File: src/rtl/dbg_pkg.sv
// Shared types and constants for the register-file dump readout.
// State encoding, sync byte and register-file geometry.
package dbg_pkg;

  typedef enum logic [2:0] {
    IDLE,
    LOAD,
    START,
    DATA,
    STOP
  } state_t;

  localparam logic [7:0] HEADER_DEF = 8'hA5;
  localparam int NUM_REGS = 32;
  localparam int BYTES_PER_REG = 4;
  localparam int IDX_W = $clog2(NUM_REGS);
  localparam int SEL_W = $clog2(BYTES_PER_REG);

  // Byte order is MSB first: sel 0 -> [31:24]
  function automatic logic [7:0] pick_byte(
    input logic [31:0] w,
    input logic [1:0]  sel
  );
    logic [7:0] b;
    b = w[31:24];
    unique case (sel)
      2'd0: b = w[31:24];
      2'd1: b = w[23:16];
      2'd2: b = w[15:8];
      2'd3: b = w[7:0];
      default: b = w[31:24];
    endcase
    return b;
  endfunction

endpackage

File: src/rtl/regfile_dump_tx_if.sv
// Host-facing bundle of the dump block: request/status, read port, UART line.
// master = requester and register file, slave = dump block.
interface regfile_dump_tx_if;
  logic        dump_start;
  logic [4:0]  reg_index;
  logic [31:0] reg_data;
  logic        tx;
  logic        busy;
  logic        done;

  modport master (
    output dump_start,
    output reg_data,
    input  reg_index,
    input  tx,
    input  busy,
    input  done
  );

  modport slave (
    input  dump_start,
    input  reg_data,
    output reg_index,
    output tx,
    output busy,
    output done
  );
endinterface

File: src/rtl/uart_tx_byte.sv
// 8N1 UART byte serialiser: START, 8 data bits LSB first, STOP.
// Accepts a byte via load_i while ready_o; last_o marks the final stop cycle.
module uart_tx_byte
  import dbg_pkg::*;
#(
  parameter int BAUD_DIV = 10416
) (
  input  logic       clock,
  input  logic       reset,
  input  logic       load_i,
  input  logic [7:0] byte_i,
  output logic       ready_o,
  output logic       last_o,
  output logic       tx_o
);

  localparam int BW = (BAUD_DIV > 1) ? $clog2(BAUD_DIV) : 1;
  localparam logic [BW-1:0] BAUD_LAST = BW'(BAUD_DIV - 1);

  state_t        state_q, state_d;
  logic [7:0]    shift_q, shift_d;
  logic [BW-1:0] baud_q, baud_d;
  logic [2:0]    bit_q, bit_d;
  logic          baud_last;

  always_ff @(posedge clock) begin
    if (reset) begin
      state_q <= IDLE;
      shift_q <= '0;
      baud_q  <= '0;
      bit_q   <= '0;
    end else begin
      state_q <= state_d;
      shift_q <= shift_d;
      baud_q  <= baud_d;
      bit_q   <= bit_d;
    end
  end

  assign baud_last = (baud_q == BAUD_LAST);
  assign ready_o   = (state_q == IDLE);

  always_comb begin
    state_d = state_q;
    shift_d = shift_q;
    baud_d  = baud_q;
    bit_d   = bit_q;
    tx_o    = 1'b1;
    last_o  = 1'b0;
    unique case (state_q)
      IDLE: begin
        baud_d = '0;
        if (load_i) begin
          shift_d = byte_i;
          state_d = START;
        end
      end
      START: begin
        tx_o = 1'b0;
        if (baud_last) begin
          baud_d  = '0;
          bit_d   = '0;
          state_d = DATA;
        end else begin
          baud_d = baud_q + BW'(1);
        end
      end
      DATA: begin
        tx_o = shift_q[0];
        if (baud_last) begin
          baud_d  = '0;
          shift_d = shift_q >> 1;
          if (bit_q == 3'd7) begin
            state_d = STOP;
          end else begin
            bit_d = bit_q + 3'd1;
          end
        end else begin
          baud_d = baud_q + BW'(1);
        end
      end
      STOP: begin
        if (baud_last) begin
          baud_d  = '0;
          last_o  = 1'b1;
          state_d = IDLE;
        end else begin
          baud_d = baud_q + BW'(1);
        end
      end
      default: begin
        baud_d  = '0;
        state_d = IDLE;
      end
    endcase
  end

endmodule

File: src/rtl/regfile_dump_tx.sv
// Register-file dump over UART: header byte then 32 registers, MSB first.
// Sequences word/byte selection and hands each byte to uart_tx_byte.
module regfile_dump_tx
  import dbg_pkg::*;
#(
  parameter int         BAUD_DIV = 10416,
  parameter logic [7:0] HEADER   = HEADER_DEF
) (
  input  logic             clock,
  input  logic             reset,
  regfile_dump_tx_if.slave bus
);

  localparam logic [IDX_W-1:0] LAST_IDX = IDX_W'(NUM_REGS - 1);
  localparam logic [SEL_W-1:0] LAST_SEL = SEL_W'(BYTES_PER_REG - 1);

  // START here covers the whole span owned by the serialiser
  state_t           seq_q, seq_d;
  logic [IDX_W-1:0] word_idx_q, word_idx_d;
  logic [SEL_W-1:0] byte_sel_q, byte_sel_d;
  logic [31:0]      latch_q, latch_d;
  logic             hdr_pend_q, hdr_pend_d;
  logic             hdr_cur_q, hdr_cur_d;
  logic             busy_q, busy_d;
  logic             done_q, done_d;

  logic        load;
  logic        ready;
  logic        last;
  logic        tx;
  logic [31:0] src;
  logic [7:0]  tx_byte;

  uart_tx_byte #(
    .BAUD_DIV(BAUD_DIV)
  ) u_ser (
    .clock  (clock),
    .reset  (reset),
    .load_i (load),
    .byte_i (tx_byte),
    .ready_o(ready),
    .last_o (last),
    .tx_o   (tx)
  );

  always_ff @(posedge clock) begin
    if (reset) begin
      seq_q      <= IDLE;
      word_idx_q <= '0;
      byte_sel_q <= '0;
      latch_q    <= '0;
      hdr_pend_q <= 1'b0;
      hdr_cur_q  <= 1'b0;
      busy_q     <= 1'b0;
      done_q     <= 1'b0;
    end else begin
      seq_q      <= seq_d;
      word_idx_q <= word_idx_d;
      byte_sel_q <= byte_sel_d;
      latch_q    <= latch_d;
      hdr_pend_q <= hdr_pend_d;
      hdr_cur_q  <= hdr_cur_d;
      busy_q     <= busy_d;
      done_q     <= done_d;
    end
  end

  // First byte of a word comes straight from the read port
  assign src     = (byte_sel_q == '0) ? bus.reg_data : latch_q;
  assign tx_byte = hdr_pend_q ? HEADER : pick_byte(src, byte_sel_q);

  always_comb begin
    seq_d      = seq_q;
    word_idx_d = word_idx_q;
    byte_sel_d = byte_sel_q;
    latch_d    = latch_q;
    hdr_pend_d = hdr_pend_q;
    hdr_cur_d  = hdr_cur_q;
    busy_d     = busy_q;
    done_d     = 1'b0;
    load       = 1'b0;
    unique case (seq_q)
      IDLE: begin
        if (bus.dump_start) begin
          seq_d      = LOAD;
          busy_d     = 1'b1;
          hdr_pend_d = 1'b1;
          word_idx_d = '0;
          byte_sel_d = '0;
        end
      end
      LOAD: begin
        load = 1'b1;
        if (ready) begin
          seq_d      = START;
          hdr_cur_d  = hdr_pend_q;
          hdr_pend_d = 1'b0;
          if (!hdr_pend_q && byte_sel_q == '0) begin
            latch_d = bus.reg_data;
          end
        end
      end
      START: begin
        if (last) begin
          if (hdr_cur_q) begin
            seq_d = LOAD;
          end else if (byte_sel_q == LAST_SEL &&
                       word_idx_q == LAST_IDX) begin
            seq_d  = IDLE;
            busy_d = 1'b0;
            done_d = 1'b1;
          end else begin
            byte_sel_d = byte_sel_q + SEL_W'(1);
            if (byte_sel_q == LAST_SEL) begin
              word_idx_d = word_idx_q + IDX_W'(1);
            end
            seq_d = LOAD;
          end
        end
      end
      default: seq_d = IDLE;
    endcase
  end

  assign bus.reg_index = word_idx_q;
  assign bus.tx        = tx;
  assign bus.busy      = busy_q;
  assign bus.done      = done_q;

endmodule

File: src/flat_wrapper.sv
// flat-port wrapper written by rule: the top's interface ports become plain ports
module regfile_dump_tx_flat import dbg_pkg::*;
#(
  parameter int         BAUD_DIV = 10416,
  parameter logic [7:0] HEADER   = HEADER_DEF
)
  (clock, reset, bus_dump_start, bus_reg_data, bus_reg_index, bus_tx, bus_busy, bus_done);
  regfile_dump_tx_if bus_i ();
  input  logic clock;
  input  logic reset;
  input wire logic [$bits(bus_i.dump_start)-1:0] bus_dump_start;
  input wire logic [$bits(bus_i.reg_data)-1:0] bus_reg_data;
  output wire logic [$bits(bus_i.reg_index)-1:0] bus_reg_index;
  output wire logic [$bits(bus_i.tx)-1:0] bus_tx;
  output wire logic [$bits(bus_i.busy)-1:0] bus_busy;
  output wire logic [$bits(bus_i.done)-1:0] bus_done;
  assign bus_i.dump_start = bus_dump_start;
  assign bus_i.reg_data = bus_reg_data;
  assign bus_reg_index = bus_i.reg_index;
  assign bus_tx = bus_i.tx;
  assign bus_busy = bus_i.busy;
  assign bus_done = bus_i.done;
  regfile_dump_tx #(.BAUD_DIV(BAUD_DIV), .HEADER(HEADER)) u_core (.clock(clock), .reset(reset), .bus(bus_i));
endmodule
File: config.mk
export PLATFORM = sky130hd
export DESIGN_NAME = regfile_dump_tx_flat
export DESIGN_NICKNAME = d
export VERILOG_FILES = /design/src/rtl/dbg_pkg.sv /design/src/rtl/regfile_dump_tx_if.sv /design/src/rtl/uart_tx_byte.sv /design/src/rtl/regfile_dump_tx.sv /design/src/flat_wrapper.sv
export SDC_FILE = /design/constraint.sdc
export NUM_CORES = 1
export LEC_CHECK = 0
export ABC_AREA = 1
export BUFFER_PORTS_ARGS = -buffer_cell sky130_fd_sc_hd__buf_4
export CAP_MARGIN = 10
export CORE_ASPECT_RATIO = 1.1
export CORE_MARGIN = 2
export CORE_UTILIZATION = 30
export CTS_CLUSTER_SIZE = 25
export DETAILED_ROUTE_END_ITERATION = 12
export SLEW_MARGIN = 10
export SYNTH_ARGS = -nofsm -noshare
export SYNTH_HDL_FRONTEND = slang
export SYNTH_HIERARCHICAL = 1
export SYNTH_SLANG_ARGS = --single-unit
File: constraint.sdc
create_clock -name clock -period 1.5 [get_ports clock]
set_input_delay 0.15 -clock clock [delete_from_list [all_inputs] [get_ports clock]]
set_output_delay 0.15 -clock clock [all_outputs]
set_load 0.01 [all_outputs]
==> summary.md, run 1 <==
| Metric | Value |
|---|---|
| Setup ws final | `-0.0347 ns` |
| First-pass GRT wire length | `14600 microns` |
| Register bit total from synthesis | `65` |
| Via Count | `3495` |
| Final ANT Viol Nets | `0` |
| Grt ovf | `0` |
| Initial DRC count | `194` |
| Gpl congestion | `0.835` |
| HP Start | `bus_reg_data[21]` |
| Primary FF master, synth | `dfxtp_1` |
| Effective utilization at floorplan | `30.6%` |
| Clk_skew | `0.00535 ns` |
| # diodes | `0` |
| CTS sink cnt | `between 60 and 70` |
| FILL cells | `~1100` |
| Sequential area share after synthesis | `approximately 37%` |
| Root Buffer | `clkbuf_16` |
| Hold depth | `3` |
| Max Freq | `652 MHz` |
| Final Hold Fails | `0` |
| Reg2reg setup slack | `-0.03 ns` |
| Tmin final | `between 1.5 and 2 ns` |
| Final Hold Slack | `0.0246 ns` |
| Share of post-route cells with drive strength above 1 | `a little over a third` |
| Post-synth EDFFs | `0` |
| Synth async-reset ratio | `0%` |
| Post-synth top area cell | `dfxtp_1` |
| Routed wire per std cell | `approximately 12 microns` |
| Die Wd | `~110 microns` |
| Die Height | `about 120 microns` |
| Largest net degree at the start of global routing | `34` |
| R2r startpoint | `u_core/u_ser/baud_q[0]` |
| Die ar. | `approximately 13000 sq um` |
| DR pass1 iterations | `5` |
| Row cnt | `41` |
| Vias in the first global route | `3388` |
| Total GRT Usage | `14.6%` |
| Final instance area | `5000 sq um` |
| Residual DRC | `0` |
| TNS Setup | `-0.109 ns` |
| IO buf count | `42` |
| CP required | `1.76 ns` |
| Placed Area | `4200 sq um` |
| Inserted Clock Buffers | `9` |
| Top-count cell post-synth | `nand2_1` |
| Initial antenna violation count | `0` |
| Final worst-path cycle share | `102%` |
| Post-Syn Nets | `557` |
| Synth top area share | `37.2%` |
| Mapped Area | `3500 sq um` |
| Hold WC Path Type | `in -> reg` |
| Worst IR Drop VDD | `0.753 mV` |
| Gate Count Post-Synth | `513` |
| TritonCTS clock tree | `built` |
| Clock-pin slew on the worst setup and hold paths | `0.05 ns` |
| Slew margin rel. | `80.5%` |
| Crit Path Class | `reg -> reg` |
| Pwr dens | `approximately 1500 nW/um^2` |
| Status | `finished with violations` |
| Crit path max fanout | `4` |
| Synth unique cells | `37` |
| List of most frequent post-synthesis cells | `nand2_1, nor2_1, dfxtp_1` |
| HPWL reported at the end of detailed placement | `6130 microns` |
| Max-cap violations | `0` |
| RSZ-0062 raised after global routing | `yes` |
| End-of-flow core utilization | `43.7%` |
| H-tree depth | `3` |
| YS warnings | `6` |
| Worst-Skew Late Latency | `0.33 ns` |
| Endpoint, Worst Hold | `u_core/latch_q[21]` |
| Synth top area cells | `dfxtp_1, nand2_1, nor2_1, nand3_1, inv_1` |
| Area growth, synth to finish | `42.9%` |
| Final Setup Violations | `6` |
| Routed wire length | `9020 microns` |
| Reg2reg path depth | `11` |
| Tightest Pin Transition | `0.293 ns` |
| Top Ports | `between 40 and 50` |
| Core area | `~11000 sq um` |
| Failing checks | `negative setup slack` |
| Max Root-Sink Buffers | `2` |
| Final nets | `651` |
| LEAKAGE | `0.00227 uW` |
| Worst Setup End Kind | `flip-flop` |
| CP Launch Type | `flip-flop` |
| Pre-CTS WS | `-0.207 ns` |
| Crit path DAT | `1.80 ns` |
| Avg Cell Area, Syn | `6.82 sq um` |
| Reg-to-reg endpoint | `u_core/byte_sel_q[0]` |
| Final number of max-transition violations | `0` |
| DR vias/cell | `4.59` |
[worst max-delay path, stage by stage (launching register included)]
cell     delay, ns
dfxtp_2       0.35
ha_4          0.15
nand3_4       0.08
nor2_4        0.12
nand2_2       0.08
nor2_4        0.14
inv_2         0.07
o21ai_4       0.16
nand3_2       0.10
nand2_1       0.08
inv_1         0.04
nor2_1        0.08
[per-stage QoR]
step	cells	total power (uW)
finish	762	7410
global route	762	7920
CTS	749	7030
detailed placement	730	4600
global placement	730	4550
floorplan	513	4020
[cells by family (layout without fill, tap and decap cells)]
kind of cell / Yosys count / after routing / share of synthesized area (%)
compound gates: 64 / 64 / 10.6
xor+xnor: 7 / 7 / 1.75
fa+ha+maj: 9 / 9 / 3.22
buf+inv: 74 / 172 / 10.4
flops: 65 / 65 / 37.2
simple gates: 294 / 295 / 36.9
[cell type report]
| type | instances | area [sq um] | share of cell area (%) |
|---|---|---|---|
| flip-flops and latches | 65 | 1320 | 26.4 |
| multi-input cells | 375 | 2120 | 42.4 |
| clock buffers | 11 | 253 | 5.06 |
| inverters | 57 | 234 | 4.68 |
| well taps | 150 | 188 | 3.75 |
| clock inverters | 5 | 77.6 | 1.55 |
| repair buffers | 99 | 807 | 16.1 |
[layer usage]
layer	share of wire (%)	wire length (microns)	GRT usage, %	vias to the layer above
met2	49	4390	25.0	77
li1	-	-	-	1804
met5	0	0	0	-
met4	3.6	323	8.31	0
met3	4.5	407	3.54	21
met1	43	3900	16.6	1593
[power breakdown]
group / total [uW] / internal, uW / switching, uW
Clock: 2300 / 1540 / 765
Sequential: 2320 / 2080 / 234
Combinational: 2790 / 1240 / 1560
Total: 7410 / 4860 / 2560
[how the worst max path moves through the flow]
stage                     slack, ns                 endpoint  cells past startpoint               startpoint
after floorplan               0.001  u_core/u_ser/shift_q[3]                     13     u_core/byte_sel_q[1]
after global placement        -0.16  u_core/bus.reg_index[4]                     10   u_core/u_ser/baud_q[1]
after detailed placement      -0.21  u_core/bus.reg_index[0]                     11  u_core/u_ser/baud_q[13]
after CTS                     -0.06     u_core/byte_sel_q[0]                     11   u_core/u_ser/baud_q[0]
after global routing          -0.16     u_core/byte_sel_q[1]                     12  u_core/u_ser/baud_q[13]
final                         -0.03     u_core/byte_sel_q[0]                     11   u_core/u_ser/baud_q[0]
[cells in the final DEF, fill, tap and decap left out, types with 4 or more instances in the layout]
cell type / instances
nor2_1: 86
nor2_4: 12
nand3_2: 9
buf_6: 5
clkbuf_16: 10
nand2_2: 11
ha_2: 5
xor2_1: 6
nand3_1: 28
nand3_4: 4
inv_2: 11
dfxtp_1: 55
dfxtp_2: 7
nand2_1: 118
nor2_2: 6
a21oi_2: 12
a21oi_1: 17
nand4_1: 4
o21ai_0: 17
inv_4: 5
buf_4: 90
o21ai_1: 9
inv_1: 39
a31oi_1: 4
[registers in the layout (all words and copies together), names as in the netlist]
signal,cells
u_core/latch_q,24
u_core/u_ser/baud_q,14
u_core/u_ser/shift_q,8
u_core/bus.reg_index,5
u_core/u_ser/bit_q,3
u_core/u_ser/state_q,3
u_core/byte_sel_q,2
u_core/seq_q,2
u_core/bus.busy,1
u_core/bus.done,1
u_core/hdr_cur_q,1
u_core/hdr_pend_q,1
[timing repair]
item                       CTS  global route
cloned                       0             2
hold buffers                 0             0
setup buffers                3            11
setup endpoints to repair   20            60
gates resized for setup     22            77
pin swaps                   12            21
Note: power is estimated with default switching activity, not from simulation.
==> inputs of run 2 (changes only) <==
Settings changed: CELL_PAD_IN_SITES_DETAIL_PLACEMENT set to 2, CELL_PAD_IN_SITES_GLOBAL_PLACEMENT set to 2, CORE_UTILIZATION 30 to 29, PLACE_DENSITY set to 0.86, SKIP_CTS_REPAIR_TIMING set to 1.
==> run 2 against run 1 <==
  * The run still ends with negative setup slack left
  * Final cell count increased by 1.0%
  * Setup slack got worse by 0.44 ns
  * Sequential power increased by 5%
  * Clock-buffer cell count decreased by 1
  * Non-clock buffer count increased by 5
  * Global-route usage increased by 8.4 points
  * Critical path type unchanged
  * Critical endpoint is now u_core/u_ser/shift_q[1]
  * Highest routed layer unchanged
==> summary.md, run 2 (synthesized netlist as in run 1, its figures left out) <==
| Metric | Value |
|---|---|
| Vias in the first global route | `4393` |
| Clock power frac | `roughly 30%` |
| Largest registers | `u_core/latch_q (24), u_core/u_ser/baud_q (14), u_core/u_ser/shift_q (8)` |
| Residual DRC | `0` |
| Failing checks | `negative setup slack` |
| Top sig layer | `met4` |
| DR pass1 iterations | `4` |
| CP required | `1.77 ns` |
| Area growth, synth to finish | `47.9%` |
| Tightest Pin Transition | `approximately 0.39 ns` |
| Grt ovf | `0` |
| Met1 WL | `7160 microns` |
| Clock-pin slew on the worst setup and hold paths | `0.06 ns` |
| DR WL met3 | `782 microns` |
| Worst-Skew Late Latency | `0.36 ns` |
| Total GRT Usage | `23.0%` |
| Core area | `11900 sq um` |
| Share of post-route cells with drive strength above 1 | `38.6%` |
| Root Buffer | `clkbuf_16` |
| Crit Path Class | `reg -> reg` |
| Top Ports | `43` |
| FILL cells | `~1300` |
| Final ANT Viol Nets | `0` |
| Tmin final | `1.97 ns` |
| Top reg by flops | `u_core/latch_q` |
| Effective utilization at floorplan | `between 20% and 30%` |
| Via Count | `4040` |
| Sequential share of power | `28.1%` |
| Clk_skew | `between 0.01 and 0.015 ns` |
| Crit path max fanout | `7` |
| First-pass GRT wire length | `23000 microns` |
| Sw frac | `approximately two fifths` |
| Crit path DAT | `approximately 2.2 ns` |
| Row cnt | `between 40 and 50` |
| Comb power frac | `between 40% and 50%` |
| Die Wd | `109 microns` |
| Most common cell after layout, fill and taps aside | `nand2_1` |
| Most frequent cells in the layout | `nand2_1, buf_4, nor2_1` |
| Worst Setup End Kind | `flip-flop` |
| Setup ws final | `-0.472 ns` |
| Max FFs per register | `24` |
| Status | `finished with violations` |
| Wire length on met2 | `~10000 microns` |
| Initial antenna violation count | `0` |
| Final number of max-transition violations | `0` |
| CTS sink cnt | `65` |
| Die ar. | `13000 sq um` |
| Max Root-Sink Buffers | `2` |
| Routed wire length | `19200 microns` |
| Slew margin rel. | `around three quarters` |
| IO buf count | `42` |
| Max-cap violations | `0` |
| Final Total Pwr | `8650 uW` |
| Final worst-path cycle share | `131%` |
| Worst IR Drop VDD | `approximately 1.2 mV` |
| Final instance area | `a little over 5000 sq um` |
| DR vias/cell | `5.25` |
| H-tree depth | `3` |
| Routed wire per std cell | `24.9 microns` |
| Final Setup Violations | `55` |
| Inserted Clock Buffers | `9` |
| Largest net degree at the start of global routing | `34` |
| RSZ-0062 raised after global routing | `yes` |
| Gpl congestion | `approximately 0.8` |
| CP Launch Type | `flip-flop` |
| Final Hold Fails | `0` |
| Pre-CTS WS | `-0.233 ns` |
| Placed Area | `4270 sq um` |
| Final nets | `655` |
| Pwr dens | `between 1500 and 2000 nW/um^2` |
| HPWL reported at the end of detailed placement | `9340 microns` |
| Internal | `~5000 uW` |
| LEAKAGE | `0.00235 uW` |
| Hold WC Path Type | `in -> reg` |
| # diodes | `0` |
| Initial DRC count | `between 150 and 200` |
| TritonCTS clock tree | `built` |
| Net switching power figure | `3540 uW` |
| Max Freq | `between 500 and 600 MHz` |
| Die Height | `119 microns` |
## run 2: changes by cell type in the layout (fill, tap and decap cells not counted), moves of 3 or more
cell     delta
nand2_1     -8
nor2_1      -6
buf_4       +5
nand2_2     +5
nor2_2      +4
a21oi_1     -3
a21oi_2     +3
buf_12      +3
inv_1       +3
inv_2       -3
nand2_4     +3
## run 2: metrics by stage
step / TNS [ns] / hold slack (ns) / std cells / util (%)
after global placement: -0.765 / 0.373 / 739 / 35.8
after detailed placement: -3.43 / 0.383 / 739 / 35.8
after CTS: -8.76 / 0.0221 / 755 / 38.7
after floorplan: 0 / 0.219 / 513 / -
final: -7.15 / 0.0257 / 770 / 43.4
after global routing: -11.17 / 0.0421 / 770 / 43.4
## run 2: power by group through the flow
stage	Clock, uW	Combinational, uW	Sequential [uW]
after floorplan	0	1720	2310
after global placement	0	2320	2310
after detailed placement	0	2510	2340
after CTS	2540	2700	2340
after global routing	2670	3810	2440
final	2570	3650	2430
## run 2: area by class of cell
cell class	count	area [sq um]	share of cell area (%)
Clock inverter	6	105	2.03
Timing Repair Buffer	104	877	16.9
Clock buffer	10	239	4.62
Tap cell	154	193	3.72
Multi-Input combinational cell	374	2210	42.7
Inverter	57	231	4.47
Sequential cell	65	1320	25.5
## run 2: path summary, 6_finish.rpt
check | from | endpoint | slack (ns) | depth (start not counted)
max | u_core/byte_sel_q[1] | u_core/u_ser/shift_q[1] | -0.47 | 12
min | bus_reg_data[15] | u_core/latch_q[15] | 0.03 | 3
max reg2reg | u_core/byte_sel_q[1] | u_core/u_ser/shift_q[1] | -0.47 | 12
min reg2reg | u_core/u_ser/shift_q[6] | u_core/u_ser/shift_q[6] | 0.52 | 2
## run 2: critical path: stages, from the launching register on
cell,delay (ns)
dfxtp_2,0.39
inv_2,0.08
ha_4,0.18
inv_4,0.09
or2_2,0.14
nand2_1,0.10
a31oi_1,0.24
nand2_1,0.08
nand2_1,0.10
inv_1,0.08
nand3_1,0.12
nand2_1,0.10
nor2_1,0.18
## run 2: metal layers
metal  vias up  global-route usage, %
met5         -                      0
met4         0                   7.77
met3        72                   4.54
met2       137                   43.4
met1      2020                   24.9
li1       1811                      -
==> inputs of run 3 (changes only) <==
Settings changed: CORE_MARGIN 2 to not set, CTS_CLUSTER_DIAMETER set to 200.
==> run 3 against run 2 <==
  * The run still ends with negative setup slack left
  * Via count down 5.9%
  * Cell area down 2.9%
  * Sequential cell count unchanged
  * Die area down 3.5%
  * Critical path depth down 1
  * Utilization about the same
  * Critical path type unchanged
==> summary.md, run 3 (synthesized netlist as in run 1, its figures left out) <==
| Metric | Value |
|---|---|
| Status | `finished with violations` |
| Failing checks | `negative setup slack` |
| Die ar. | `12500 sq um` |
| Tmin final | `1.84 ns` |
| Post-route insts no fill | `around 760` |
| Max-cap violations | `0` |
| Most common cell on crit path | `nand2_1` |
| CP Launch Type | `flip-flop` |
| Clock-pin slew on the worst setup and hold paths | `0.07 ns` |
| Die Height | `around 120 microns` |
| Crit path cell chain | `inv_2 > ha_4 > buf_4 > a21oi_1 > a31oi_1 > nand2_1 > nand2_1 > inv_1 > nand3_1 > nand2_1 > nor2_1` |
| First-pass GRT wire length | `21600 microns` |
| Core area | `11600 sq um` |
| TritonCTS clock tree | `built` |
| Max FFs per register | `24` |
| Max Freq | `around 540 MHz` |
| Placed Instances | `roughly 740` |
| CP required | `between 1.5 and 2 ns` |
| Max Root-Sink Buffers | `2` |
| H-tree depth | `3` |
| Gpl congestion | `0.802` |
| Largest registers | `u_core/latch_q (24), u_core/u_ser/baud_q (14), u_core/u_ser/shift_q (8)` |
| Root Buffer | `clkbuf_16` |
| Vias in the first global route | `4187` |
| LEAKAGE | `about 0.0023 uW` |
| Inserted Clock Buffers | `9` |
| Crit path max fanout | `6` |
| Effective utilization at floorplan | `30.2%` |
| Die Wd | `107 microns` |
| Pwr dens | `1590 nW/um^2` |
| Crit-path max cell delay | `0.34 ns` |
| Crit Path Class | `reg -> reg` |
| Routed wire per std cell | `20.8 microns` |
| Grt ovf | `0` |
| Share of post-route cells with drive strength above 1 | `37.7%` |
| Hold WC Path Type | `in -> reg` |
| Clk_skew | `0.00714 ns` |
| Initial antenna violation count | `0` |
| Routed wire length | `roughly 16000 microns` |
| Worst Setup End Kind | `flip-flop` |
| Area growth, synth to finish | `43.6%` |
| Total GRT Usage | `22.6%` |
| Most frequent cells in the layout | `nand2_1, buf_4, nor2_1` |
| Setup ws final | `-0.337 ns` |
| Worst-Skew Late Latency | `0.36 ns` |
| Most common cell after layout, fill and taps aside | `nand2_1` |
| Worst IR Drop VDD | `0.822 mV` |
| CTS sink cnt | `65` |
| DR vias/cell | `4.99` |
| Residual DRC | `0` |
| Final Setup Violations | `22` |
| Critical path's slowest cell | `dfxtp_2` |
| Final number of max-transition violations | `0` |
| Final nets | `651` |
| Final worst-path cycle share | `122%` |
| Final ANT Viol Nets | `0` |
| TNS Setup | `-2.11 ns` |
| Slew margin rel. | `between 70% and 80%` |
| IO buf count | `42` |
| RSZ-0062 raised after global routing | `yes` |
| Initial DRC count | `122` |
| Tightest Pin Transition | `0.363 ns` |
| DR pass1 iterations | `4` |
| Largest net degree at the start of global routing | `34` |
| Top reg by flops | `u_core/latch_q` |
| FILL cells | `roughly 1300` |
| Via Count | `approximately 3800` |
| Row cnt | `41` |
| Final Hold Fails | `0` |
| Top Ports | `43` |
| HPWL reported at the end of detailed placement | `8750 microns` |
| # diodes | `0` |
| End-of-flow core utilization | `43.3%` |
| Crit path DAT | `2.13 ns` |
## run 3: worst paths after layout
| check | startpoint | to | slack [ns] | depth (start not counted) |
|---|---|---|---|---|
| setup / recovery | u_core/byte_sel_q[1] | u_core/u_ser/shift_q[6] | -0.34 | 11 |
| setup reg to reg | u_core/byte_sel_q[1] | u_core/u_ser/shift_q[6] | -0.34 | 11 |
| hold reg to reg | u_core/u_ser/shift_q[0] | u_core/u_ser/shift_q[0] | 0.51 | 2 |
| hold / removal | bus_reg_data[3] | u_core/latch_q[3] | 0.01 | 3 |
## run 3: area by class of cell
class	count	area, sq um	share of cell area, %
multi-input cells	375	2190	43.6
flip-flops and latches	65	1310	26.0
repair buffers	99	783	15.6
inverters	57	226	4.51
clock buffers	9	225	4.48
well taps	150	188	3.74
clock inverters	7	104	2.07
## run 3: power breakdown
part           switching, uW  internal (uW)  total, uW
clock network            953           1470       2430
registers                280           2070       2350
logic                   2020           1220       3240
## run 3: layer usage
| metal | share of wire, % | routed length, microns | up-vias | GRT usage (%) |
|---|---|---|---|---|
| met5 | 0 | 0 | - | 0 |
| met4 | 3.3 | 522 | 0 | 8.58 |
| met3 | 2.6 | 409 | 38 | 4.15 |
| met2 | 54 | 8500 | 63 | 43.3 |
| met1 | 40 | 6380 | 1905 | 24.8 |
| li1 | - | - | 1797 | - |
## run 3: stage by stage
| stage | total power [uW] | hold slack, ns | cell area [sq um] | setup slack [ns] |
|---|---|---|---|---|
| 2_1_floorplan | 4020 | 0.219 | 3530 | 0.00138 |
| 3_3_place_gp | 4620 | 0.370 | 4250 | -0.133 |
| 3_5_place_dp | 4840 | 0.382 | 4250 | -0.222 |
| 4_1_cts | 7360 | 0.0191 | 4580 | -0.385 |
| 5_1_grt | 8400 | 0.0195 | 5020 | -0.382 |
| 6_report | 8010 | 0.0141 | 5020 | -0.337 |
## run 3: critical path: cells and delay by family, from the launching register on
family,cells,cell delay (ns)
compound gates,2,0.32
fa+ha+maj,1,0.19
buf+inv,3,0.35
flops,1,0.34
simple gates,5,0.58
